===== config.mk =====
export PLATFORM = sky130hd
export DESIGN_NAME = dma_rqst_arbiter
export DESIGN_NICKNAME = d
export VERILOG_FILES = /design/src/rtl/dma_rqst_arbiter.sv
export SDC_FILE = /design/constraint.sdc
export NUM_CORES = 1
export LEC_CHECK = 0
export BUFFER_PORTS_ARGS = -buffer_cell sky130_fd_sc_hd__clkbuf_2
export CAP_MARGIN = 20
export CORE_AREA = 2 2 118 120
export DETAILED_ROUTE_END_ITERATION = 6
export DIE_AREA = 0 0 120 122
export SLEW_MARGIN = 15
export SYNTH_ARGS = -nofsm -noshare
export SYNTH_HDL_FRONTEND = slang
export SYNTH_SLANG_ARGS = --single-unit
export TNS_END_PERCENT = 10

===== constraint.sdc =====
create_clock -name clk -period 4 [get_ports clk]
set_clock_uncertainty 0.05 [all_clocks]
set_input_delay 0.2 -clock clk [delete_from_list [all_inputs] [get_ports clk]]
set_output_delay 0.2 -clock clk [all_outputs]
set_load 0.1 [all_outputs]

===== src/rtl/dma_rqst_arbiter.sv =====
// Round-robin arbiter sharing one DMA controller port among N_DEV peripherals.
// The grant is held for a whole transfer and released through a one-cycle gap state.

module dma_rqst_lane (
    input  logic gnt_i,
    input  logic act_i,
    input  logic done_i,
    input  logic ack_i,
    input  logic end_i,
    output logic dma_ack_o,
    output logic dma_end_o
);
    assign dma_ack_o = gnt_i & act_i & ack_i;
    assign dma_end_o = gnt_i & ((act_i & end_i) | done_i);
endmodule

module dma_rqst_arbiter #(
    parameter int N_DEV = 4,
    parameter int IDX_W = 2
) (
    input  logic                 clk,
    input  logic                 reset_n,
    input  logic [N_DEV-1:0]     dev_rqst,
    input  logic [N_DEV-1:0]     dev_rd_wr,
    input  logic [16*N_DEV-1:0]  dev_start_address,
    input  logic [16*N_DEV-1:0]  dev_num_words,
    input  logic [N_DEV-1:0]     dev_ack,
    input  logic [16*N_DEV-1:0]  dev_out,
    output logic [N_DEV-1:0]     dev_dma_ack,
    output logic [N_DEV-1:0]     dev_dma_end_flag,
    output logic [15:0]          dev_dma_din,
    output logic                 ctl_rqst,
    output logic                 ctl_rd_wr,
    output logic [15:0]          ctl_start_address,
    output logic [15:0]          ctl_num_words,
    output logic                 ctl_dev_ack,
    output logic [15:0]          ctl_dev_out,
    input  logic                 ctl_ack,
    input  logic                 ctl_end_flag,
    input  logic [15:0]          ctl_dev_in,
    output logic [N_DEV-1:0]     gnt,
    output logic                 busy
);
    typedef enum logic [1:0] {IDLE, ACTIVE, DONE, RELEASE} state_e;

    state_e             state_q, state_d;
    logic [N_DEV-1:0]   gnt_q, gnt_d;
    logic [IDX_W-1:0]   idx_q, idx_d;
    logic [IDX_W-1:0]   last_q, last_d;
    logic               found;
    logic [IDX_W-1:0]   pick_idx;
    logic               sel_v, act, done;

    logic [15:0] addr_a  [N_DEV];
    logic [15:0] words_a [N_DEV];
    logic [15:0] out_a   [N_DEV];

    assign act  = (state_q == ACTIVE);
    assign done = (state_q == DONE);

    genvar i;
    generate
        for (i = 0; i < N_DEV; i++) begin : g_lane
            assign addr_a[i]  = dev_start_address[16*i +: 16];
            assign words_a[i] = dev_num_words[16*i +: 16];
            assign out_a[i]   = dev_out[16*i +: 16];

            dma_rqst_lane u_lane (
                .gnt_i     (gnt_q[i]),
                .act_i     (act),
                .done_i    (done),
                .ack_i     (ctl_ack),
                .end_i     (ctl_end_flag),
                .dma_ack_o (dev_dma_ack[i]),
                .dma_end_o (dev_dma_end_flag[i])
            );
        end
    endgenerate

    // Scan last+1, last+2, ... so the most recent winner is checked last.
    always_comb begin : p_pick
        int j;
        found    = 1'b0;
        pick_idx = '0;
        for (int k = 1; k <= N_DEV; k++) begin
            j = int'(last_q) + k;
            if (j >= N_DEV) j = j - N_DEV;
            if (!found && dev_rqst[IDX_W'(j)]) begin
                found    = 1'b1;
                pick_idx = IDX_W'(j);
            end
        end
    end

    always_comb begin
        state_d = state_q;
        gnt_d   = gnt_q;
        idx_d   = idx_q;
        last_d  = last_q;
        case (state_q)
            IDLE: begin
                if (found) begin
                    state_d         = ACTIVE;
                    gnt_d           = '0;
                    gnt_d[pick_idx] = 1'b1;
                    idx_d           = pick_idx;
                    last_d          = pick_idx;
                end
            end
            ACTIVE: begin
                if (ctl_end_flag) begin
                    state_d = DONE;
                end else if (!dev_rqst[idx_q]) begin
                    state_d = RELEASE;
                    gnt_d   = '0;
                end
            end
            DONE: begin
                if (!dev_rqst[idx_q]) begin
                    state_d = RELEASE;
                    gnt_d   = '0;
                end
            end
            default: state_d = IDLE;
        endcase
    end

    always_ff @(posedge clk or negedge reset_n) begin
        if (!reset_n) begin
            state_q <= IDLE;
            gnt_q   <= '0;
            idx_q   <= '0;
            last_q  <= IDX_W'(N_DEV-1);
        end else begin
            state_q <= state_d;
            gnt_q   <= gnt_d;
            idx_q   <= idx_d;
            last_q  <= last_d;
        end
    end

    // The mux is keyed off the registered grant so an empty grant forces zeros.
    assign sel_v             = |gnt_q;
    assign ctl_rqst          = act & dev_rqst[idx_q];
    assign ctl_rd_wr         = sel_v & dev_rd_wr[idx_q];
    assign ctl_dev_ack       = sel_v & dev_ack[idx_q];
    assign ctl_start_address = sel_v ? addr_a[idx_q]  : 16'h0;
    assign ctl_num_words     = sel_v ? words_a[idx_q] : 16'h0;
    assign ctl_dev_out       = sel_v ? out_a[idx_q]   : 16'h0;
    assign dev_dma_din       = ctl_dev_in;
    assign gnt               = gnt_q;
    assign busy              = (state_q != IDLE);
endmodule

==> flow_summary.ini <==
[critical_path]
startpoint = idx_q[0]
crit_family = flip-flops
crit_buf_inv = 2
crit_end = ctl_dev_out[5]
required_ps = 3750
cp-start-kind = flip-flop
path_max_fanout = 34
crit_type = reg -> out
slowest_delay_ps = 850
r2r-end = gnt[3]
arrival_ps = 2520
path_depth = 4
slowest_stage = dfrtp_4
cp-end-kind = output port
crit_chain = buf_4 > mux4_2 > nor2b_1 > clkbuf_2
regToRegSetupSlack_ps = 1600
timing.rr.start = idx_q[1]
ff2ff_path_depth = 3

[timing]
timing.fmax_ghz = 0.3604
relSlewSlack_pct = 42.65
holdWs_ps = 326.0
rsz0062_at_grt = false
drv_slew = 0
fin_crit_sh_pct = 69.36
finalHoldViolations = 0
finalCriticalPeriod_ps = 2774
setup-tns-final_ps = 0
tightest_slew_ps = 860.2
finalSetupViolCount = 0

[clocking]
clock_path_buffers = 2
h-tree-depth = 1
cts_sinks = 10
insertion_delay_ps = 230
clk_pin_slew_ps = 40
cts_buffers = 3
cts_resized = 0
cts_tree = built
cts-root-buf = clkbuf_16

[cells_and_area]
layout_common_cells = 271 x clkbuf_2, 56 x nor2b_1, 50 x mux4_2
layout-drive-gt1-share_pct = 75.28
fin_nets = 683
nFillCells = 1446
diodes = 0
final_common_cell = clkbuf_2
syn2layout_area_growth_pct = 57.74

[drt]
antenna_left = 0
routedWlPerCell_um = 18.12
drtIter0Drc = 69
wl_um = 11470
drc = 0
vias = 2868
viasPerCell = 4.531
dr.pass1.iters = 4

[run]
drv_cap = 0

[floorplan]
die_area_um2 = 14640
coreArea_um2 = 13500
start_util_pct = 18.26
die_h_um = 122
ios = 304
die_w_um = 120
num_rows = 43

[global_route]
use_met3_pct = 4.963
grt_pass1_vias = 3007
antenna_found_initial = 2
grtUsageMet1_pct = 17.14
grt.total_usage_pct = 14.15
overflow = 0
busiest_layer = met2
use_met2_pct = 23.86
grt_pass1_wl_um = 16010
grt_max_degree = 41

[logic_synthesis]
syn_area_um2 = 2466
synth_top_family_by_area = multiplexers
ys_seq_area_share_pct = 10.25
yosysWarnings = 0
synthSimpleGateAreaFrac_pct = 18.62
synth_nets = 447
syn_avg_cell_area_um2 = 11.31
yosys.area_share.adder_pct = 2.537
synth_xor_area_share_pct = 0
ys_ff_latch = 10
synth_compound_area_share_pct = 7.560
synthCells = 218
synthMuxAreaShare_pct = 48.05
synth_cell_type_count = 37

[min_path]
holdCritPathClass = in -> async

[placement]
hpwl_um = 10150
portBuffers = 271
gp_congestion = 0.7907

[run_status]
status = complete, no violations
sequential cells by signal, summed over array words and instances, names as in the netlist:
name and flops:
gnt 4, idx_q 2, last_q 2, state_q 2
per-stage QoR:
stage	cell area [µm²]	utilization [%]	worst slack, ps	cells
2_1_floorplan	2466	-	1370	218
3_3_place_gp	3791	28.07	1461	628
3_5_place_dp	3791	28.07	1418	628
4_1_cts	3890	28.81	1166	633
5_1_grt	3890	28.81	1078	633
6_report	3890	28.81	1226	633
timing repair:
action	CTS	global route
hold endpoints to repair	8	0
hold buffers	1	0
setup buffers	0	0
cells by family after synthesis:
group,after synthesis
compound gates,22
fa+ha+maj,5
buf+inv,50
flops,10
mux,54
simple gates,77
worst min-delay path by stage:
stage	startpoint	end	slack (ps)
finish	reset_n	gnt[2]	330
floorplan	reset_n	gnt[0]	-150
global placement	reset_n	idx_q[0]	30
CTS	ctl_end_flag	gnt[0]	330
detailed placement	reset_n	state_q[1]	40
global route	reset_n	gnt[2]	350
Yosys cell counts:
cell type   n  share of area (%)
ha_1        5                2.5
buf_6       2               0.91
inv_1       4               0.61
o21ai_0     1               0.20
mux2_2      2               0.91
o31ai_4     1               0.86
a21oi_1     5                1.0
nor2b_1    56                 14
and2_1      1               0.25
a21o_1      2               0.61
o41ai_2     1               0.66
a221o_1     1               0.41
dfrtp_1     8                8.1
a32o_1      1               0.41
nor4_1      2               0.51
clkbuf_1    6               0.91
buf_4      28                8.5
o31ai_1     1               0.30
nand2b_1    2               0.51
nor2_1      3               0.46
or2_2       1               0.25
mux2i_1     1               0.41
a22o_1      1               0.36
and3_1      4                1.0
a211o_1     1               0.36
mux4_2     50                 46
nand2_1     7                1.1
a21boi_1    1               0.30
o221ai_2    1               0.61
mux4_1      1                1.1
a211oi_1    2               0.61
o21bai_1    1               0.30
buf_2      10                2.0
o2bb2ai_1   1               0.36
and3b_1     1               0.36
o21ai_1     1               0.20
dfstp_2     2                2.1
final cells by class:
class,count,area [µm²],share of cell area [%]
tap,180,225.2,5.790
inverter,4,15.01,0.3860
clock buffer,4,88.84,2.284
multi-input combinational,158,1899,48.83
sequential,10,257.7,6.626
timing repair buffer,277,1404,36.09
per-layer routing:
layer / vias to the layer above / part of all wire, %
li1: 1284 / -
met1: 1388 / 38
met2: 164 / 49
met3: 28 / 9.9
met4: 4 / 2.7
met5: - / 0.24
Power is left out: the tool's default activity adds up to more than one toggle a clock period on the data nets, which glitch-free logic cannot reach.
